**src/rtl/i2s_rx.sv**
```systemverilog
// I2S receiver: synchronizes sck/ws/sd into the clk domain, assembles
// MSB-first words with the standard one-bit ws delay, and presents
// per-channel words with one-clk valid pulses and a sticky length-error flag.
module i2s_rx #(
  parameter int unsigned AUDIO_DW    = 8,
  parameter int unsigned SYNC_STAGES = 2
) (
  input  logic                clk,
  input  logic                rst_n,
  input  logic                en,
  input  logic                i2s_sck,
  input  logic                i2s_ws,
  input  logic                i2s_sd,
  input  logic                err_clr,
  output logic [AUDIO_DW-1:0] l_data,
  output logic [AUDIO_DW-1:0] r_data,
  output logic                l_valid,
  output logic                r_valid,
  output logic                len_err
);

  localparam int unsigned CNT_W = $clog2(AUDIO_DW + 2);
  localparam logic [CNT_W-1:0] CNT_FULL = CNT_W'(AUDIO_DW);
  localparam logic [CNT_W-1:0] CNT_SAT  = CNT_W'(AUDIO_DW + 1);

  typedef enum logic [1:0] {
    IDLE,
    SYNC,
    RUN
  } state_t;

  // synchronizer chains, bit 0 is the first stage
  logic [SYNC_STAGES-1:0] sck_sync_q, sck_sync_d;
  logic [SYNC_STAGES-1:0] ws_sync_q,  ws_sync_d;
  logic [SYNC_STAGES-1:0] sd_sync_q,  sd_sync_d;

  logic sck_s, ws_s, sd_s;
  logic sck_prev_q, sck_prev_d;
  logic rise_q, rise_d;
  logic boundary;

  // word assembly
  logic [AUDIO_DW-1:0] shift_q, shift_d;
  logic                ws_q, ws_d;
  logic [CNT_W-1:0]    bit_cnt_q, bit_cnt_d;
  state_t              state_q, state_d;

  // completed-word decision, applied to the outputs one clk later
  logic pend_l_q, pend_l_d;
  logic pend_r_q, pend_r_d;
  logic pend_err_q, pend_err_d;

  // registered outputs
  logic [AUDIO_DW-1:0] l_data_q, l_data_d;
  logic [AUDIO_DW-1:0] r_data_q, r_data_d;
  logic                l_valid_q, l_valid_d;
  logic                r_valid_q, r_valid_d;
  logic                len_err_q, len_err_d;

  assign sck_s = sck_sync_q[SYNC_STAGES-1];
  assign ws_s  = ws_sync_q[SYNC_STAGES-1];
  assign sd_s  = sd_sync_q[SYNC_STAGES-1];

  // a word ends on the sck rise where ws changes; that rise carries the LSB
  assign boundary = rise_q && (ws_s != ws_q);

  // next-state logic for synchronizers, word assembly, FSM and outputs
  always_comb begin
    sck_sync_d = {sck_sync_q[SYNC_STAGES-2:0], i2s_sck};
    ws_sync_d  = {ws_sync_q[SYNC_STAGES-2:0], i2s_ws};
    sd_sync_d  = {sd_sync_q[SYNC_STAGES-2:0], i2s_sd};

    sck_prev_d = sck_s;
    rise_d     = sck_s && !sck_prev_q;

    shift_d    = shift_q;
    ws_d       = ws_q;
    bit_cnt_d  = bit_cnt_q;
    state_d    = state_q;
    pend_l_d   = 1'b0;
    pend_r_d   = 1'b0;
    pend_err_d = 1'b0;
    l_data_d   = l_data_q;
    r_data_d   = r_data_q;
    l_valid_d  = 1'b0;
    r_valid_d  = 1'b0;

    // Datapath keeps tracking ws even while disabled, so the first boundary
    // seen after re-enable is a genuine word edge rather than a stale compare.
    if (rise_q) begin
      shift_d = {shift_q[AUDIO_DW-2:0], sd_s};
      ws_d    = ws_s;
      if (boundary) begin
        bit_cnt_d = CNT_W'(1);
      end else if (bit_cnt_q < CNT_SAT) begin
        bit_cnt_d = bit_cnt_q + CNT_W'(1);
      end
    end

    if (!en) begin
      state_d = IDLE;
    end else begin
      unique case (state_q)
        IDLE: state_d = SYNC;
        SYNC: if (boundary) state_d = RUN;
        RUN: begin
          if (boundary) begin
            if (bit_cnt_q == CNT_FULL) begin
              pend_l_d = !ws_q;
              pend_r_d = ws_q;
            end else begin
              pend_err_d = 1'b1;
            end
          end
        end
        default: state_d = IDLE;
      endcase
    end

    if (pend_l_q) begin
      l_data_d  = shift_q;
      l_valid_d = 1'b1;
    end
    if (pend_r_q) begin
      r_data_d  = shift_q;
      r_valid_d = 1'b1;
    end

    // a new error in the same cycle as err_clr leaves the flag set
    if (pend_err_q) begin
      len_err_d = 1'b1;
    end else if (err_clr) begin
      len_err_d = 1'b0;
    end else begin
      len_err_d = len_err_q;
    end
  end

  // all state, asynchronously cleared
  always_ff @(posedge clk or negedge rst_n) begin
    if (!rst_n) begin
      sck_sync_q <= '0;
      ws_sync_q  <= '0;
      sd_sync_q  <= '0;
      sck_prev_q <= 1'b0;
      rise_q     <= 1'b0;
      shift_q    <= '0;
      ws_q       <= 1'b0;
      bit_cnt_q  <= '0;
      state_q    <= IDLE;
      pend_l_q   <= 1'b0;
      pend_r_q   <= 1'b0;
      pend_err_q <= 1'b0;
      l_data_q   <= '0;
      r_data_q   <= '0;
      l_valid_q  <= 1'b0;
      r_valid_q  <= 1'b0;
      len_err_q  <= 1'b0;
    end else begin
      sck_sync_q <= sck_sync_d;
      ws_sync_q  <= ws_sync_d;
      sd_sync_q  <= sd_sync_d;
      sck_prev_q <= sck_prev_d;
      rise_q     <= rise_d;
      shift_q    <= shift_d;
      ws_q       <= ws_d;
      bit_cnt_q  <= bit_cnt_d;
      state_q    <= state_d;
      pend_l_q   <= pend_l_d;
      pend_r_q   <= pend_r_d;
      pend_err_q <= pend_err_d;
      l_data_q   <= l_data_d;
      r_data_q   <= r_data_d;
      l_valid_q  <= l_valid_d;
      r_valid_q  <= r_valid_d;
      len_err_q  <= len_err_d;
    end
  end

  assign l_data  = l_data_q;
  assign r_data  = r_data_q;
  assign l_valid = l_valid_q;
  assign r_valid = r_valid_q;
  assign len_err = len_err_q;

endmodule

```
**config.mk**
```make
export PLATFORM = sky130hd
export DESIGN_NAME = i2s_rx
export DESIGN_NICKNAME = d
export VERILOG_FILES = /design/src/rtl/i2s_rx.sv
export SDC_FILE = /design/constraint.sdc
export NUM_CORES = 1
export LEC_CHECK = 0
export ABC_AREA = 1
export BUFFER_PORTS_ARGS = -buffer_cell sky130_fd_sc_hd__buf_4
export CORE_MARGIN = 8
export CORE_UTILIZATION = 50
export DETAILED_ROUTE_END_ITERATION = 8
export PLACE_DENSITY = 0.78
export SYNTH_ARGS = -nofsm -noshare
export SYNTH_HDL_FRONTEND = slang
export SYNTH_SLANG_ARGS = --single-unit
```
**constraint.sdc**
```tcl
create_clock -name clk -period 1.8 [get_ports clk]
set_input_delay 0.09 -clock clk [delete_from_list [all_inputs] [get_ports clk]]
set_output_delay 0.09 -clock clk [all_outputs]
set_load 0.1 [all_outputs]
```
---- Word level (Yosys, flattened, before mapping) ----
Index checks and enable logic that the tools add are counted.
word-level totals
  flip-flop bits (word level) ............. 45
  logic and storage cells ................. 55
  output and inout bits ................... 19
cells by class
  reductions and logical operators ........ 9
  add/subtract/negate cells ............... 1
  equality and inequality tests ........... 6
  multiplexer cells ....................... 21
  order comparisons ....................... 1
operators by type and width
  cell                                                             count
  1-bit 2-to-1 mux                                                 16
  4-bit 2-to-1 mux                                                 2
  2-bit one-hot mux with 3 select lines                            1
  4-bit by 1-bit adder with 4-bit output, second input constant    1
  4-bit == test, second input constant                             1
  4-bit < comparator, second input constant                        1
  2-bit 2-to-1 mux                                                 2
  2-bit AND reduction                                              2
  2-bit nonzero test                                               2
  3-bit != test, second input constant                             1
  2-bit by 1-bit == test with 1-bit output, second input constant  1
  2-bit == test, second input constant                             1
  1-bit logical AND                                                2
  1-bit logical NOT                                                2
  2-bit logical NOT                                                1
  2-bit != test, second input constant                             1
  1-bit != test                                                    1

---- Logic depth before layout (Yosys ltp) ----
  depth in word-level cells ............... 5
  depth in mapped cells ................... 8
  mapped depth without buffers ............ 8

---- Worst setup path before layout ----
No wires, ideal clock.
  path kind ............................... register -> register
  start point ............................. reg, netlist name l_data[7]
  end point ............................... reg l_data_q[7] (netlist: l_data[7])
  stages on the path, launching flop included .. 3
  setup slack ............................. 595 ps
  clock period less this slack ............ 1205 ps
  arrival time ............................ 1128 ps
  cell sequence ........................... dfrtp_1 nor2_1 a21oi_1
RTL lines
  element                 line  source
  end signal: assignment  172   l_data_q <= l_data_d;
  end: declaration        54    logic [AUDIO_DW-1:0] l_data_q, l_data_d;

---- Worst setup path after layout ----
  start point ............................. reg bit_cnt_q[0]
  end point ............................... reg bit_cnt_q[0]
between the ends
  cells in the longest elaborated chain, start to end .. 3
ends and longest elaborated chain
  element                                                                       line    source
  start: declaration                                                            45      logic [CNT_W-1:0] bit_cnt_q, bit_cnt_d;
  start signal: assignment                                                      167     bit_cnt_q <= bit_cnt_d;
  4-bit by 1-bit adder with 4-bit output or 4-bit < comparator (tied branches)  96, 95
  4-bit 2-to-1 mux or 2-bit nonzero test (tied branches)                        -
  4-bit 2-to-1 mux or 2-bit AND reduction (tied branches)                       -
Parallel ways exist; a longest one is shown, timed or not. The select of a mux whose other input is x is not followed.
A chain may end at the register's enable or synchronous reset.

==> flow_summary.ini <==
[setup_path]
reg2regPathDepth = 8
required_ps = 2040
rrSetupSlack_ps = 500
startpoint = bit_cnt_q[0]
cp-start-kind = register
crit_fanout = 4
setup.worst_path.class = register to register
cp-end-kind = register
r2r_start = bit_cnt_q[0]
endpoint = bit_cnt_q[0]
reg2reg_to = bit_cnt_q[0]
arrival_ps = 1540

[route]
via_per_inst = 4.81
wl_per_cell_um = 12.4
num_vias = 1155
routed_wl_um = 2980
first_pass_iters = 4
ant_nets = 0
post-route-drc-count = 0
drt_iter0_markers = 65

[clocking]
clock_path_buffers = 2
cts-root-buf = clkbuf_4
ctsResizeCount = 0
cts.htree.levels = 2
postCtsSetupBuffers = 0
numClockSinks = 45
insertion_delay_ps = 340
numCtsBuffers = 5
clkTransAtPathRegs_ps = 120
cts_tree = built

[logic_synthesis]
synthFlopType = dfrtp_1
ys_types = 15
async_flop_share_pct = 100
synthesis.area_um2 = 1660
synth_xor_xnor_area_share_pct = 0
synth-simple-area-share_pct = 14.4
syn_avg_cell_area_um2 = 10.3
ys_top_cells_by_area = dfrtp_1 68%, nand2_1 5.6%, a21oi_1 5.1%
muxShareOfSynthArea_pct = 0
yosysTopAreaCellShare_pct = 67.7
synth-edff-count = 0
synth_common_cells = 45 x dfrtp_1, 25 x nand2_1, 22 x nor2_1, 21 x inv_1, 17 x a21oi_1
seq_area_frac_synth_pct = 67.7
synth_fp_nets = 172
yosys_warnings = 0
yosys.area.top_type = dfrtp_1
synth.most_common_cell = dfrtp_1
synth_compound_area_share_pct = 9.18
synthAdderAreaFrac_pct = 2.26
synth_top_family_by_area = simple AND/OR/NAND/NOR gates
synth-seq-cells = 45
synthCells = 162

[worst_hold_path]
hold_class = input pin to register
hp-start = en

[grt]
first_global_vias = 1193
grt_max_degree = 46
grt_use_total_pct = 12.3
grt_pass1_wl_um = 5120
antenna_found_initial = 0
grt_overflow = 0

[timing]
setup_violations = 0
slew_headroom_pct = 64.3
worst_pin_slew_ps = 536
hold_viol_final = 0
tns_ps = 0
slew_viol_final = 0
finalCriticalPeriod_ps = 1300
final.period_utilization_pct = 72.1
max_freq_mhz = 771
fin_skew_ps = 4.63
rsz0062_at_grt = false

[finish]
drive_gt1_share_pct = 19.1
num_antenna_cells = 0
syn_to_final_growth_pct = 19.9
final_nets = 204

[pwr]
vdd_drop_max_v = 0.000600
power_w = 0.00189
p_per_area_nw_per_um2 = 950
power.leakage_nw = 1.03

[floorplan]
num_rows = 21
core_um2 = 3260
boundaryPins = 26
initial_core_util_pct = 51.0
chipHeight_um = 73.7
die_x_um = 73.7
dieArea_um2 = 5430

[flow_run]
cap_violations = 0

[place]
dp_hpwl_um = 2140
place.gp.congestion = 0.833
numPortBuffers = 25

[status]
status = completed
[worst max-delay path, stage by stage (launching register included)]
cell,delay (ps)
dfrtp_1,420
inv_1,100
ha_1,200
nand2_1,60
nand2_1,90
nand2_1,150
nand2_1,70
nand2_1,60
nand2_1,50
[flip-flops by register name (all words and copies together), names as in the netlist]
| register | count |
|---|---|
| r_data | 8 |
| l_valid | 1 |
| sck_sync_q | 2 |
| pend_err_q | 1 |
| rise_q | 1 |
| ws_sync_q | 2 |
| shift_q | 8 |
| l_data | 8 |
| r_valid | 1 |
| ws_q | 1 |
| pend_r_q | 1 |
| pend_l_q | 1 |
| state_q | 2 |
| sd_sync_q | 2 |
| len_err | 1 |
| bit_cnt_q | 4 |
| sck_prev_q | 1 |
[power breakdown]
group          switching [W]  internal [W]
clock               0.000288      0.000185
sequential         0.0000651       0.00110
combinational       0.000171     0.0000889
total               0.000524       0.00137
[cell type report]
type	instances	area [µm²]
inverters	21	78.8
well taps	46	57.6
flip-flops and latches	45	1130
clock buffers	7	55.1
multi-input cells	90	430
fillers	292	1260
repair buffers	31	245
[per-layer routing]
| layer | GRT usage (%) | part of all wire [%] |
|---|---|---|
| met1 | 11.9 | 40 |
| met2 | 22.2 | 51 |
| met3 | 5.18 | 6.9 |
| met4 | 4.88 | 1.7 |
| met5 | 0 | 0 |
[timing repair]
| item | in CTS | in global routing |
|---|---|---|
| endpoints found under the setup margin | 0 | 0 |
| hold buffers | 5 | 0 |
| endpoints found under the hold margin | 49 | 0 |
[cell families (layout without fill, tap and decap cells)]
group,count (synthesis),count (layout)
simple gates,57,57
flops,45,45
compound gates,30,30
buf+inv,27,59
fa+ha+maj,3,3
[placed cells by master, fill, tap and decap left out, drive strengths merged]
cell type / synthesis / layout
nand3: 5 / 5
nor2: 25 / 25
buf: 4 / 26
nand4: 1 / 1
inv: 21 / 21
ha: 3 / 3
o21ai: 12 / 12
nand2: 25 / 25
a21oi: 17 / 17
o21bai: 1 / 1
dfrtp: 45 / 45
or2: 1 / 1
dlygate4sd3: 0 / 5
clkbuf: 2 / 7
[worst min path at each step]
stage | to | cells past startpoint
after floorplan | bit_cnt_q[0] | 0
after global placement | r_data[7] | 1
after detailed placement | r_data[7] | 1
after CTS | state_q[1] | 3
after global routing | state_q[1] | 3
final | state_q[1] | 3
[stage by stage]
step | hold slack (ps) | cells | util, % | cell area [µm²] | setup WS (ps)
2_1_floorplan | -206 | 162 | - | 1660 | 595
3_3_place_gp | 103 | 228 | 57.9 | 1890 | 697
3_5_place_dp | 114 | 228 | 57.9 | 1890 | 547
4_1_cts | 26.7 | 240 | 61.2 | 1990 | 503
5_1_grt | 67.2 | 240 | 61.2 | 1990 | 386
6_report | 35.4 | 240 | 61.2 | 1990 | 503
(Power assumes the default switching activity.)
